==> config.mk <==
export PLATFORM = sky130hd
export DESIGN_NAME = clk_div_monitor
export DESIGN_NICKNAME = d
export VERILOG_FILES = /design/src/rtl/clk_div_pkg.sv /design/src/rtl/sync_2ff.sv /design/src/rtl/clk_div_monitor.sv
export SDC_FILE = /design/constraint.sdc
export NUM_CORES = 1
export LEC_CHECK = 0
export BUFFER_PORTS_ARGS = -buffer_cell sky130_fd_sc_hd__buf_2
export CORE_AREA = 4 4 44 84
export CTS_BUF_LIST = sky130_fd_sc_hd__clkbuf_16
export DETAILED_ROUTE_END_ITERATION = 7
export DIE_AREA = 0 0 48 88
export PLACE_DENSITY_LB_ADDON = 0.2
export SKIP_LAST_GASP = 1
export SLEW_MARGIN = 15
export SYNTH_ARGS = -nofsm -noshare
export SYNTH_HDL_FRONTEND = slang
export SYNTH_HIERARCHICAL = 1
export SYNTH_SLANG_ARGS = --single-unit
export TNS_END_PERCENT = 5
==> constraint.sdc <==
create_clock -name clk -period 2.7 [get_ports clk]
set_input_delay 0.405 -clock clk [delete_from_list [all_inputs] [get_ports clk]]
set_output_delay 0.405 -clock clk [all_outputs]
set_load 0.01 [all_outputs]
==> src/rtl/clk_div_pkg.sv <==
// Shared definitions for the divide-by-N clock divider and its checker.
package clk_div_pkg;

  typedef enum logic [1:0] {
    IDLE,
    ALIGN,
    MEASURE,
    LOCKED
  } mon_state_t;

  localparam int DIV_N_DEF = 7;

  function automatic int duty_lo(input int n);
    return n / 2;
  endfunction

  function automatic int duty_hi(input int n);
    return (n + 1) / 2;
  endfunction

  localparam int DUTY_LO = duty_lo(DIV_N_DEF);
  localparam int DUTY_HI = duty_hi(DIV_N_DEF);

endpackage

==> src/rtl/sync_2ff.sv <==
// Two-flop synchronizer, async active-high reset to 0.
module sync_2ff (
  input  logic clk,
  input  logic reset,
  input  logic d,
  output logic q
);

  logic meta;

  always_ff @(posedge clk or posedge reset) begin
    if (reset) begin
      meta <= 1'b0;
      q    <= 1'b0;
    end else begin
      meta <= d;
      q    <= meta;
    end
  end

endmodule

==> src/rtl/clk_div_monitor.sv <==
// Period / high-phase checker for a divided clock, sampled in clk domain.
module clk_div_monitor
  import clk_div_pkg::*;
#(
  parameter int DIV_N    = DIV_N_DEF,
  parameter int CNT_W    = 4,
  parameter int LOCK_CNT = 4
) (
  input  logic             clk,
  input  logic             reset,
  input  logic             i_en,
  input  logic             i_div_clk,
  output logic [CNT_W-1:0] o_period,
  output logic [CNT_W-1:0] o_high,
  output logic             o_period_valid,
  output logic             o_locked,
  output logic             o_err_period,
  output logic             o_err_duty
);

  localparam int GW = $clog2(LOCK_CNT + 1);
  localparam logic [CNT_W-1:0] DIV_T = CNT_W'(DIV_N);
  localparam logic [CNT_W-1:0] LO_T  = CNT_W'(duty_lo(DIV_N));
  localparam logic [CNT_W-1:0] HI_T  = CNT_W'(duty_hi(DIV_N));
  localparam logic [CNT_W-1:0] MAX_T = '1;
  localparam logic [GW-1:0]    LAST_G = GW'(LOCK_CNT - 1);

  logic div_s;
  logic div_h;
  logic rise;
  logic fall;

  sync_2ff u_sync (
    .clk   (clk),
    .reset (reset),
    .d     (i_div_clk),
    .q     (div_s)
  );

  always_ff @(posedge clk or posedge reset) begin
    if (reset) div_h <= 1'b0;
    else       div_h <= div_s;
  end

  assign rise = div_s & ~div_h;
  assign fall = ~div_s & div_h;

  mon_state_t       state;
  logic [CNT_W-1:0] per_cnt;
  logic [CNT_W-1:0] high_cnt;
  logic [GW-1:0]    good_cnt;
  logic [CNT_W-1:0] per_inc;
  logic             per_ok;
  logic             duty_ok;
  logic             tmo;

  assign per_inc = per_cnt + CNT_W'(1);
  assign per_ok  = (per_inc == DIV_T);
  assign duty_ok = (high_cnt == LO_T) || (high_cnt == HI_T);
  assign tmo     = (per_inc == MAX_T);

  always_ff @(posedge clk or posedge reset) begin
    if (reset) begin
      state          <= IDLE;
      per_cnt        <= '0;
      high_cnt       <= '0;
      good_cnt       <= '0;
      o_period       <= '0;
      o_high         <= '0;
      o_period_valid <= 1'b0;
      o_locked       <= 1'b0;
      o_err_period   <= 1'b0;
      o_err_duty     <= 1'b0;
    end else if (!i_en) begin
      state          <= IDLE;
      per_cnt        <= '0;
      high_cnt       <= '0;
      good_cnt       <= '0;
      o_period_valid <= 1'b0;
      o_locked       <= 1'b0;
    end else begin
      o_period_valid <= 1'b0;
      unique case (state)
        IDLE: state <= ALIGN;
        ALIGN: begin
          if (rise) begin
            state    <= MEASURE;
            per_cnt  <= '0;
            high_cnt <= '0;
          end
        end
        default: begin
          if (rise) begin
            o_period       <= per_inc;
            o_high         <= high_cnt;
            o_period_valid <= 1'b1;
            per_cnt        <= '0;
            high_cnt       <= '0;
            if (per_ok && duty_ok) begin
              if (state == MEASURE) begin
                if (good_cnt == LAST_G) begin
                  state    <= LOCKED;
                  o_locked <= 1'b1;
                end else begin
                  good_cnt <= good_cnt + GW'(1);
                end
              end
            end else begin
              state        <= MEASURE;
              good_cnt     <= '0;
              o_locked     <= 1'b0;
              o_err_period <= o_err_period | ~per_ok;
              o_err_duty   <= o_err_duty | ~duty_ok;
            end
          end else if (tmo) begin
            // saturate and realign; the next rise restarts a clean period
            state        <= ALIGN;
            per_cnt      <= MAX_T;
            good_cnt     <= '0;
            o_locked     <= 1'b0;
            o_err_period <= 1'b1;
          end else begin
            per_cnt <= per_inc;
            if (fall) high_cnt <= per_inc;
          end
        end
      endcase
    end
  end

endmodule

* Word-level counts from Yosys, hierarchy flattened
Index checks and enable logic that the tools add are counted.
** Cells by class
- Reduce and logical (&&, ||, !) cells :: 13
- Bitwise logic cells :: 10
- Eq/ne operators :: 20
- $add $sub $neg :: 2
- Multiplexer cells :: 38
** Operators with widths (number)
- 2-to-1 mux 4 bit :: 8
- AND reduction 4 bit :: 6
- 2-to-1 mux 3 bit :: 7
- case mux 4 bit (2 select lines) :: 2
- 2-to-1 mux 2 bit :: 7
- 2-to-1 mux 1 bit :: 13
- != test 6 x 3 -> 1 bit (second input constant) :: 2
- equality test 4 x 3 -> 1 bit (second input constant) :: 2
- != test 4 x 3 -> 1 bit (second input constant) :: 2
- != test 2 bit (second input constant) :: 3
- != test 3 x 1 -> 1 bit (second input constant) :: 2
- != test 3 bit (second input constant) :: 2
- inverter 1 bit :: 6
- adder 4 x 1 -> 4 bit (second input constant) :: 1
- equality test 4 x 2 -> 1 bit (second input constant) :: 1
- equality test 4 bit (second input constant) :: 1
- != test 4 x 1 -> 1 bit (second input constant) :: 1
- != test 4 bit (second input constant) :: 1
- case mux 2 bit (2 select lines) :: 1
- adder 3 x 1 -> 3 bit (second input constant) :: 1
- equality test 3 x 2 -> 1 bit (second input constant) :: 1
- AND reduction 3 bit :: 1
- AND 1 bit :: 2
- equality test 2 x 1 -> 1 bit (second input constant) :: 1
- 8 further kinds :: 9
** Word-level totals
- Flip-flop bits (word level) :: 28
- Word-level logic and storage cells :: 96
- Input port bits :: 4
- Output and inout port bits :: 12

* Longest topological paths before layout
Gate-level depths: netlist of run 1.
- Word-level depth :: 7
- Mapped depth :: 7
- Depth with buffers taken out :: 7

* Cells and area by module
Netlist of run 1, hierarchy kept.
** Modules (own cells, without submodules)
- clk_div_monitor :: area an instance 1403.8 um^2, cells an instance 143, seq. area each 650.6 um^2, times used 1
- sync_2ff :: area an instance 53.8 um^2, cells an instance 3, seq. area each 50.0 um^2, times used 1

* Least setup slack after synthesis of run 1
OpenSTA, ideal clock, no wires.
- Kind :: register to register
- Start :: register per_cnt[0]
- End :: register high_cnt[2]
- Data required time :: 2.621 ns
- Arrival time :: 1.755 ns
- Period minus slack after synthesis :: 1.835 ns
- Cell stages (with the launch flop) :: 8
- Setup slack :: 0.865 ns
- Path buffers :: 1
- Setup time :: 0.079 ns
- Cells stage by stage :: dfrtp_1 ha_1 nor2b_1 a21o_1 a31oi_4 and4b_1 buf_6 mux2i_1
** Between the ends
- Cells in the longest elaborated chain, start to end :: 6
- Elaborated cells between the ends (all ways) :: 9
- Those cells by class :: 1 x add/sub; 2 x eq/ne; 5 x mux; 1 x reduce/logical
** RTL lines
- start: declaration :: RTL line clk_div_monitor.sv:49 : logic [CNT_W-1:0] per_cnt;
- start signal: assignment :: RTL line clk_div_monitor.sv:123 : per_cnt <= per_inc;
- adder 4 x 1 -> 4 bit * :: RTL line clk_div_monitor.sv:57 : assign per_inc = per_cnt + CNT_W'(1);
- 2-to-1 mux 4 bit :: RTL line clk_div_monitor.sv:124 : if (fall) high_cnt <= per_inc;
- 2-to-1 mux 4 bit :: RTL line clk_div_monitor.sv:115 : end else if (tmo) begin
- 2-to-1 mux 4 bit :: RTL line clk_div_monitor.sv:93 : if (rise) begin
- case mux 4 bit (2 select lines) :: RTL line clk_div_monitor.sv:83 : unique case (state)
- 2-to-1 mux 4 bit :: RTL line clk_div_monitor.sv:74 : end else if (!i_en) begin
- end signal: assignment :: RTL line clk_div_monitor.sv:124
- end: declaration :: RTL line clk_div_monitor.sv:50 : logic [CNT_W-1:0] high_cnt;
Mark *: on every way between the ends. The rest lies on a longest branch, timed or not. The select of a mux whose other input is x is not followed.
A chain may end at the register's enable or synchronous reset.

* Worst setup path after layout of run 1
Ends and elaborated chain as after synthesis.

==> flow_metrics.env, run 1 <==
export IMPL_status="finished clean"
export IMPL_worst_path_buf_inv=0
export IMPL_vias_per_cell=5.749
export IMPL_max_cap_violations=0
export IMPL_postRouteAntennaNets=0
export IMPL_synth_xor_area_share_pct=0.6009
export IMPL_finalHoldViolations=0
export IMPL_cp_start_kind="flop"
export IMPL_port_buffers=15
export IMPL_fin_skew_ns=0.001805
export IMPL_min_period_ns=2.145
export IMPL_critPathSlowestCell="dfrtp_1"
export IMPL_max_vdd_ir_drop_mv=0.3208
export IMPL_r2r_end="high_cnt[2]"
export IMPL_insertion_delay_ns=0.26
export IMPL_slew_viol_final=0
export IMPL_critPathArrivalTime_ns=2.32
export IMPL_drtPass1Iterations=4
export IMPL_finalSetupTns_ns=0
export IMPL_synth_cells=146
export IMPL_hp_class="in -> reg"
export IMPL_hold_path_startpoint="i_div_clk"
export IMPL_syn_to_final_growth_pct=11.24
export IMPL_clock_sinks=28
export IMPL_timing_fmax_mhz=466.1
export IMPL_r2r_worst_path_cells=6
export IMPL_crit_family="simple AND/OR/NAND/NOR gates"
export IMPL_initial_core_util_pct=48.38
export IMPL_min_to="u_sync/meta"
export IMPL_setup_viol_count_final=0
export IMPL_vias=1098
export IMPL_synth_top_family_by_area="simple AND/OR/NAND/NOR gates"
export IMPL_synth_flop_cell="dfrtp_1"
export IMPL_fin_crit_sh_pct=79.46
export IMPL_yosysUniqueCellTypes=42
export IMPL_grt_overflow_total=0
export IMPL_mostFrequentLayoutCells="nand2_1, dfrtp_1, buf_2"
export IMPL_slew_headroom_pct=35.15
export IMPL_crit_chain="ha_1 > nor2b_1 > a21o_1 > a31oi_4 > and4b_1 > mux2i_1"
export IMPL_critPathCaptureType="flop"
export IMPL_fin_util_pct=53.82
export IMPL_grt_pass1_wl_um=5202
export IMPL_clkTransAtPathRegs_ns=0.07
export IMPL_place_hpwl_um=2248
export IMPL_cts_made_buffers=3
export IMPL_drc=0
export IMPL_hold_ws_ns=0.2440
export IMPL_synth_seq_area_share_pct=48.07
export IMPL_layout_commonest_cell="nand2_1"
export IMPL_die_w_um=48
export IMPL_yosys_area_share_simple_pct=23.35
export IMPL_synth_compound_area_share_pct=15.11
export IMPL_grt_setup_unrepaired="no"
export IMPL_power_density_nw_per_um2=538.8
export IMPL_core_um2=3013
export IMPL_drt_first_iter_violations=49
export IMPL_r2r_start="per_cnt[0]"
export IMPL_routed_wirelength_um=3022
export IMPL_worstSetupPathType="reg -> reg"
export IMPL_synth_edf_count=0
export IMPL_critPathRequiredTime_ns=2.88
export IMPL_holdPathStages=1
export IMPL_yosys_area_share_adder_pct=3.433
export IMPL_fin_nets=170
export IMPL_yosysTopAreaCell="dfrtp_1"
export IMPL_yosysTopAreaCellShare_pct=48.07
export IMPL_cts_root_buf="clkbuf_16"
export IMPL_worst_pin_slew_ns=0.9717
export IMPL_critPathMaxStageDelay_ns=0.47
export IMPL_gp_congestion=0.8881
export IMPL_grt_usage_pct=16.92
export IMPL_wire_per_inst_um=15.82
export IMPL_antenna_cells=0
export IMPL_synth_area_um2=1458
export IMPL_clock_path_buffers=2
export IMPL_p_leak_nw=0.8103
export IMPL_grt_max_degree=27
export IMPL_synth_warnings=6
export IMPL_muxShareOfSynthArea_pct=3.777
export IMPL_ioPinCount=16
export IMPL_ys_ff_latch=28
export IMPL_cts_tree="built"
export IMPL_synth_async_sr_flop_share_pct=100.0
export IMPL_rows=28
export IMPL_synthTopCellsByArea="dfrtp_1, nand2_1, ha_1"
export IMPL_drive_gt1_share_pct=18.63
export IMPL_die_h_um=88
export IMPL_htree_levels=1
export IMPL_critPathMaxFanout=8
export IMPL_synth_net_count=154
export IMPL_grt_pass1_vias=1098
export IMPL_dieArea_um2=4224
export IMPL_reg2reg_slack_ns=0.55
export IMPL_syn_avg_cell_area_um2=9.984
export IMPL_antenna_found_initial=0
state kept, by name, summed over array words and instances, names as in the netlist, 2 cells and up:
| register | flops |
|---|---|
| good_cnt | 3 |
| high_cnt | 4 |
| o_high | 4 |
| o_period | 4 |
| per_cnt | 4 |
| state | 2 |
logic make-up (layout without fill, tap and decap cells):
logic type / count (synthesis) / after routing
flops: 28 / 28
xor+xnor: 1 / 1
fa+ha+maj: 4 / 4
mux: 5 / 5
compound gates: 30 / 30
buf+inv: 15 / 30
simple gates: 63 / 63
per-layer routing:
metal / vias up / global-route usage, % / wire length (um)
li1: 536 / - / -
met1: 519 / 20.44 / 1221
met2: 36 / 28.35 / 1597
met3: 7 / 1.440 / 114
met4: 0 / 8.333 / 89
met5: - / 0 / 0
per-stage QoR:
step / worst slack, ns / total power, mW / instance area, um^2 / instances
2_1_floorplan: 0.8652 / 0.5148 / 1458 / 146
3_3_place_gp: 0.7108 / 0.5433 / 1533 / 186
3_5_place_dp: 0.6085 / 0.5451 / 1533 / 186
4_1_cts: 0.5742 / 0.8802 / 1622 / 191
5_1_grt: 0.4257 / 0.9169 / 1622 / 191
6_report: 0.5546 / 0.8737 / 1622 / 191
cell usage after synthesis (3+ instances only):
library cell and count:
nand2_1 33, dfrtp_1 28, inv_1 7, a21oi_1 6, o21ai_0 6, ha_1 4
mux2i_1 4, nor2_1 4, nor2b_1 4, nor3_1 4, a21o_1 3, clkbuf_1 3
nand3_1 3
area by class of cell:
class | instances | area [um^2]
inverter | 8 | 30.03
tap | 30 | 37.54
timing repair buffer | 18 | 100.1
clock inverter | 1 | 3.754
sequential | 28 | 700.7
clock buffer | 3 | 75.07
multi-input combinational | 103 | 674.4
fill | 261 | 1391
what timing repair did:
| item | 4_1_cts | 5_1_grt |
|---|---|---|
| buffers inserted | 0 | 0 |
| hold buffers | 1 | 0 |
| gates resized for setup | 0 | 0 |
| hold endpoints to repair | 2 | 0 |
report_power, final:
part           switching [mW]  internal (mW)
Clock                   0.139          0.199
Combinational          0.0477         0.0327
Sequential             0.0165          0.439
Total                   0.203          0.671
how the worst max path moves through the flow:
stage                    start     endpoint  depth (start not counted)
floorplan           per_cnt[0]  high_cnt[2]                          7
global placement    per_cnt[0]  high_cnt[1]                          6
detailed placement  per_cnt[0]  high_cnt[0]                          6
CTS                 per_cnt[0]  high_cnt[2]                          6
global route        per_cnt[0]  high_cnt[0]                          6
finish              per_cnt[0]  high_cnt[2]                          6
No activity file was read; power rests on OpenSTA's default activity.
==> inputs of run 2 (changes only) <==
Clock period 2.7 ns to 2.2 ns, I/O delays scaled along.
==> flow_metrics.env, run 2 (synthesized netlist as in run 1, its figures left out) <==
export IMPL_multiInputGateArea_um2=674.4
export IMPL_fin_cells=192
export IMPL_finalHoldViolations=0
export IMPL_clock_path_buffers=2
export IMPL_cp_depth=6
export IMPL_cts_root_buf="clkbuf_16"
export IMPL_crit_family="simple AND/OR/NAND/NOR gates"
export IMPL_cts_made_buffers=3
export IMPL_critPathMaxFanout=8
export IMPL_post_route_cell_area_um2=1633
export IMPL_gp_congestion=0.9740
export IMPL_r2r_start="per_cnt[0]"
export IMPL_fill_cells=289
export IMPL_port_buffers=15
export IMPL_p_leak_nw=0.8177
export IMPL_routed_wirelength_um=3085
export IMPL_min_period_ns=1.972
export IMPL_critPathRequiredTime_ns=2.38
export IMPL_fin_util_pct=54.19
export IMPL_htree_levels=1
export IMPL_grt_pass1_vias=1196
export IMPL_fin_skew_ns=0.002659
export IMPL_dp_cells=188
export IMPL_min_to="u_sync/meta"
export IMPL_grt_max_degree=27
export IMPL_core_um2=3013
export IMPL_syn_to_final_growth_pct=12.02
export IMPL_worst_pin_slew_ns=0.5144
export IMPL_cts_resized=0
export IMPL_met2_usage_pct=30.28
export IMPL_reg2reg_slack_ns=0.23
export IMPL_seqPwrFrac_pct=52.9
export IMPL_hold_path_startpoint="i_div_clk"
export IMPL_cts_tree="built"
export IMPL_r2r_end="high_cnt[2]"
export IMPL_slew_headroom_pct=65.71
export IMPL_critPathArrivalTime_ns=2.15
export IMPL_die_h_um=88
export IMPL_drc=0
export IMPL_wire_per_inst_um=16.07
export IMPL_timing_fmax_mhz=507.2
export IMPL_die_w_um=48
export IMPL_critPathCaptureType="flop"
export IMPL_vias_per_cell=5.828
export IMPL_grt_usage_pct=17.48
export IMPL_initial_core_util_pct=48.38
export IMPL_cp_start_kind="flop"
export IMPL_mostFrequentLayoutCells="nand2_1, dfrtp_1, buf_2"
export IMPL_grt_setup_unrepaired="no"
export IMPL_fin_crit_sh_pct=89.62
export IMPL_max_cap_violations=0
export IMPL_swShare_pct=22.46
export IMPL_placed_area_um2=1548
export IMPL_drt_first_iter_violations=31
export IMPL_clock_sinks=28
export IMPL_fin_nets=172
export IMPL_clock_power_share_pct=37.5
export IMPL_place_hpwl_um=2392
export IMPL_busiest_layer="met2"
export IMPL_setup_viol_count_final=0
export IMPL_layout_commonest_cell="nand2_1"
export IMPL_postRouteAntennaNets=0
export IMPL_rows=28
export IMPL_use_met3_pct=2.881
export IMPL_drtPass1Iterations=5
export IMPL_max_vdd_ir_drop_mv=0.3938
export IMPL_ioPinCount=16
export IMPL_r2r_worst_path_cells=6
export IMPL_critPathMaxStageDelay_ns=0.46
export IMPL_grt_overflow_total=0
export IMPL_worstSetupPathType="reg -> reg"
export IMPL_antenna_found_initial=0
export IMPL_status="finished clean"
export IMPL_power_internal_mw=0.8216
export IMPL_antenna_cells=0
export IMPL_worst_path_buf_inv=0
export IMPL_power_density_nw_per_um2=648.9
export IMPL_ff_latch_area_um2=700.7
export IMPL_met1_usage_pct=17.93
export IMPL_vias=1119
export IMPL_combPwrFrac_pct=9.6
export IMPL_clkTransAtPathRegs_ns=0.06
export IMPL_crit_chain="ha_1 > nor2b_1 > a21o_1 > a31oi_4 > and4b_1 > mux2i_1"
export IMPL_grt_pass1_wl_um=5388
export IMPL_dieArea_um2=4224
export IMPL_cp_startpoint="per_cnt[0]"
export IMPL_hp_class="in -> reg"
export IMPL_critPathSlowestCell="dfrtp_1"
export IMPL_netSwitchingPower_mw=0.2380
export IMPL_slew_viol_final=0
export IMPL_finalSetupTns_ns=0
export IMPL_drive_gt1_share_pct=19.75
export IMPL_holdPathStages=1
export IMPL_insertion_delay_ns=0.26
[run 2: cell count changes in the layout (fill, tap and decap cells not counted)]
| cell | delta |
|---|---|
| buf_4 | +2 |
| clkinv_1 | -1 |
[run 2: repair_timing]
item | in CTS | in global routing
endpoints found under the hold margin | 2 | 0
buffers inserted | 0 | 0
hold buffers | 1 | 0
[run 2: area by class of cell]
cell class,instances,area share [%]
Tap cell,30,2.299
Inverter,8,1.839
Timing Repair Buffer,20,7.050
Multi-Input combinational cell,103,41.30
Clock buffer,3,4.598
Sequential cell,28,42.91
[run 2: stage by stage]
stage	hold WS [ns]	total power [mW]	setup slack (ns)
after floorplan	0.07118	0.6318	0.3652
after global placement	0.1867	0.6700	0.2781
after detailed placement	0.1941	0.6719	0.2333
after CTS	0.1723	1.073	0.2183
after global routing	0.1692	1.121	0.08559
final	0.1776	1.060	0.2284
[run 2: power by group through the flow]
stage	Combinational (mW)	Sequential [mW]	Clock, mW
after floorplan	0.0591	0.573	0
after global placement	0.102	0.568	0
final	0.102	0.560	0.397
after detailed placement	0.102	0.569	0
after CTS	0.104	0.560	0.409
after global routing	0.116	0.564	0.441
[run 2: metal layers]
metal  vias to the layer above  share of wire, %
met5                         -                 0
met1                       528                36
met3                        16               4.0
met2                        34                54
met4                         0               5.9
li1                        541                 -
[run 2: worst register-to-register path: stages, from the launching register on]
cell and delay (ns):
dfrtp_1 0.46, ha_1 0.27, nor2b_1 0.18, a21o_1 0.21, a31oi_4 0.19, and4b_1 0.36, mux2i_1 0.23
[run 2: how the worst max path moves through the flow]
stage | end | slack, ns
3_3_place_gp | high_cnt[1] | 0.28
2_1_floorplan | high_cnt[2] | 0.37
6_report | high_cnt[2] | 0.23
5_1_grt | state[0] | 0.09
4_1_cts | high_cnt[2] | 0.22
3_5_place_dp | high_cnt[0] | 0.23
==> inputs of run 3 (changes only) <==
Settings changed: PLACE_DENSITY_LB_ADDON 0.2 to 0.15.
Clock period 2.2 ns to 1.8 ns, I/O delays scaled along.
==> flow_metrics.env, run 3 (synthesized netlist as in run 1, its figures left out) <==
export IMPL_pre_cts_slack_ns=-0.04987
export IMPL_htree_levels=1
export IMPL_power_total_mw=1.325
export IMPL_insertion_delay_ns=0.26
export IMPL_fin_nets=184
export IMPL_fill_cells=266
export IMPL_critPathRequiredTime_ns=1.98
export IMPL_wire_per_inst_um=16.18
export IMPL_power_internal_mw=1.018
export IMPL_cts_root_buf="clkbuf_16"
export IMPL_cts_setup_buffers=0
export IMPL_mostFrequentLayoutCells="nand2_1, dfrtp_1, buf_4"
export IMPL_slew_viol_final=0
export IMPL_power_density_nw_per_um2=744.4
export IMPL_slew_headroom_pct=72.00
export IMPL_dieArea_um2=4224
export IMPL_vias=1183
export IMPL_initial_core_util_pct=48.38
export IMPL_vias_per_cell=5.771
export IMPL_worst_pin_slew_ns=0.4200
export IMPL_clkTransAtPathRegs_ns=0.07
export IMPL_timing_fmax_mhz=560.0
export IMPL_grt_pass1_vias=1296
export IMPL_hp_class="in -> reg"
export IMPL_cp_start_kind="flop"
export IMPL_p_leak_nw=0.9019
export IMPL_drt_first_iter_violations=21
export IMPL_grt_max_degree=27
export IMPL_drive_gt1_share_pct=30.29
export IMPL_max_cap_violations=0
export IMPL_port_buffers=15
export IMPL_setup_viol_count_final=0
export IMPL_clock_path_buffers=2
export IMPL_postRouteAntennaNets=0
export IMPL_fin_util_pct=59.09
export IMPL_netSwitchingPower_mw=0.3072
export IMPL_swShare_pct=23.18
export IMPL_min_period_ns=1.786
export IMPL_final_setup_worst_slack_ns=0.01423
export IMPL_grt_pass1_wl_um=5720
export IMPL_antenna_cells=0
export IMPL_critPathMaxFanout=4
export IMPL_critPathArrivalTime_ns=1.97
export IMPL_drtPass1Iterations=4
export IMPL_cts_tree="built"
export IMPL_clock_sinks=28
export IMPL_clock_power_share_pct=37.9
export IMPL_core_um2=3013
export IMPL_status="finished clean"
export IMPL_grt_overflow_total=0
export IMPL_antenna_found_initial=0
export IMPL_die_w_um=48
export IMPL_gp_congestion=0.8616
export IMPL_fin_crit_sh_pct=99.21
export IMPL_critPathCaptureType="flop"
export IMPL_combPwrFrac_pct=10.8
export IMPL_placed_area_um2=1638
export IMPL_die_h_um=88
export IMPL_post_route_cell_area_um2=1780
export IMPL_max_vdd_ir_drop_mv=0.6731
export IMPL_syn_to_final_growth_pct=22.15
export IMPL_grt_usage_pct=18.53
export IMPL_ioPinCount=16
export IMPL_drc=0
export IMPL_cts_made_buffers=3
export IMPL_finalHoldViolations=0
export IMPL_routed_wirelength_um=3317
export IMPL_fin_skew_ns=0.002904
export IMPL_place_hpwl_um=2565
export IMPL_worstSetupPathType="reg -> reg"
export IMPL_seqPwrFrac_pct=51.3
export IMPL_grt_setup_unrepaired="yes"
export IMPL_rows=28
export IMPL_layout_commonest_cell="nand2_1"
==> run 3: cell types whose count changed in the layout (fill, tap and decap cells not counted), sizes merged <==
| cell | previous run | this run |
|---|---|---|
| buf | 19 | 31 |
| clkinv | 1 | 2 |
==> run 3: worst max-delay path: stages (launching register included) <==
cell     delay (ns)
dfrtp_1        0.40
ha_2           0.22
nor2b_2        0.17
a21o_1         0.20
a31oi_4        0.16
and4b_2        0.33
mux2i_1        0.22
==> run 3: layout make-up <==
cell class	count	area [um^2]	share of cell area, %
Clock buffer	3	75.07	4.216
Clock inverter	1	3.754	0.2108
Sequential cell	28	700.7	39.35
Inverter	8	30.03	1.687
Multi-Input combinational cell	103	728.2	40.90
Tap cell	30	37.54	2.108
Timing Repair Buffer	32	205.2	11.52
==> run 3: power groups by stage <==
stage | sequential (mW) | clock, mW | combinational (mW)
2_1_floorplan | 0.700 | 0 | 0.0722
3_3_place_gp | 0.690 | 0 | 0.138
3_5_place_dp | 0.691 | 0 | 0.140
4_1_cts | 0.679 | 0.512 | 0.143
5_1_grt | 0.682 | 0.546 | 0.156
6_report | 0.680 | 0.503 | 0.143
==> run 3: final timing paths <==
kind	cells past startpoint	start	slack [ns]	endpoint
max	6	per_cnt[0]	0.01	high_cnt[0]
min	1	i_div_clk	0.11	u_sync/meta
max reg2reg	6	per_cnt[0]	0.01	high_cnt[0]
min reg2reg	0	u_sync/meta	0.35	u_sync/q
max in group asynchronous	4	reset	0.93	o_period[0]
min in group asynchronous	3	reset	0.41	u_sync/meta
==> run 3: stage by stage <==
stage | hold slack (ns) | cells | setup TNS (ns)
3_5_place_dp | 0.1337 | 200 | -0.2352
3_3_place_gp | 0.1268 | 200 | -0.03112
5_1_grt | 0.1031 | 205 | -0.4435
2_1_floorplan | 0.01118 | 146 | -0.002497
4_1_cts | 0.1103 | 205 | -0.02341
6_report | 0.1126 | 205 | 0
==> run 3: metal layers <==
metal	share of wire, %	track usage, %
met5	0	0
met1	37	19.46
met3	2.7	1.646
met4	5.3	11.03
met2	55	32.81
==> run 3: repair_timing <==
action | in CTS | in global routing
endpoints found under the hold margin | 2 | 0
resized for setup | 7 | 6
pin swaps | 2 | 0
setup endpoints to repair | 9 | 10
hold buffers | 1 | 0
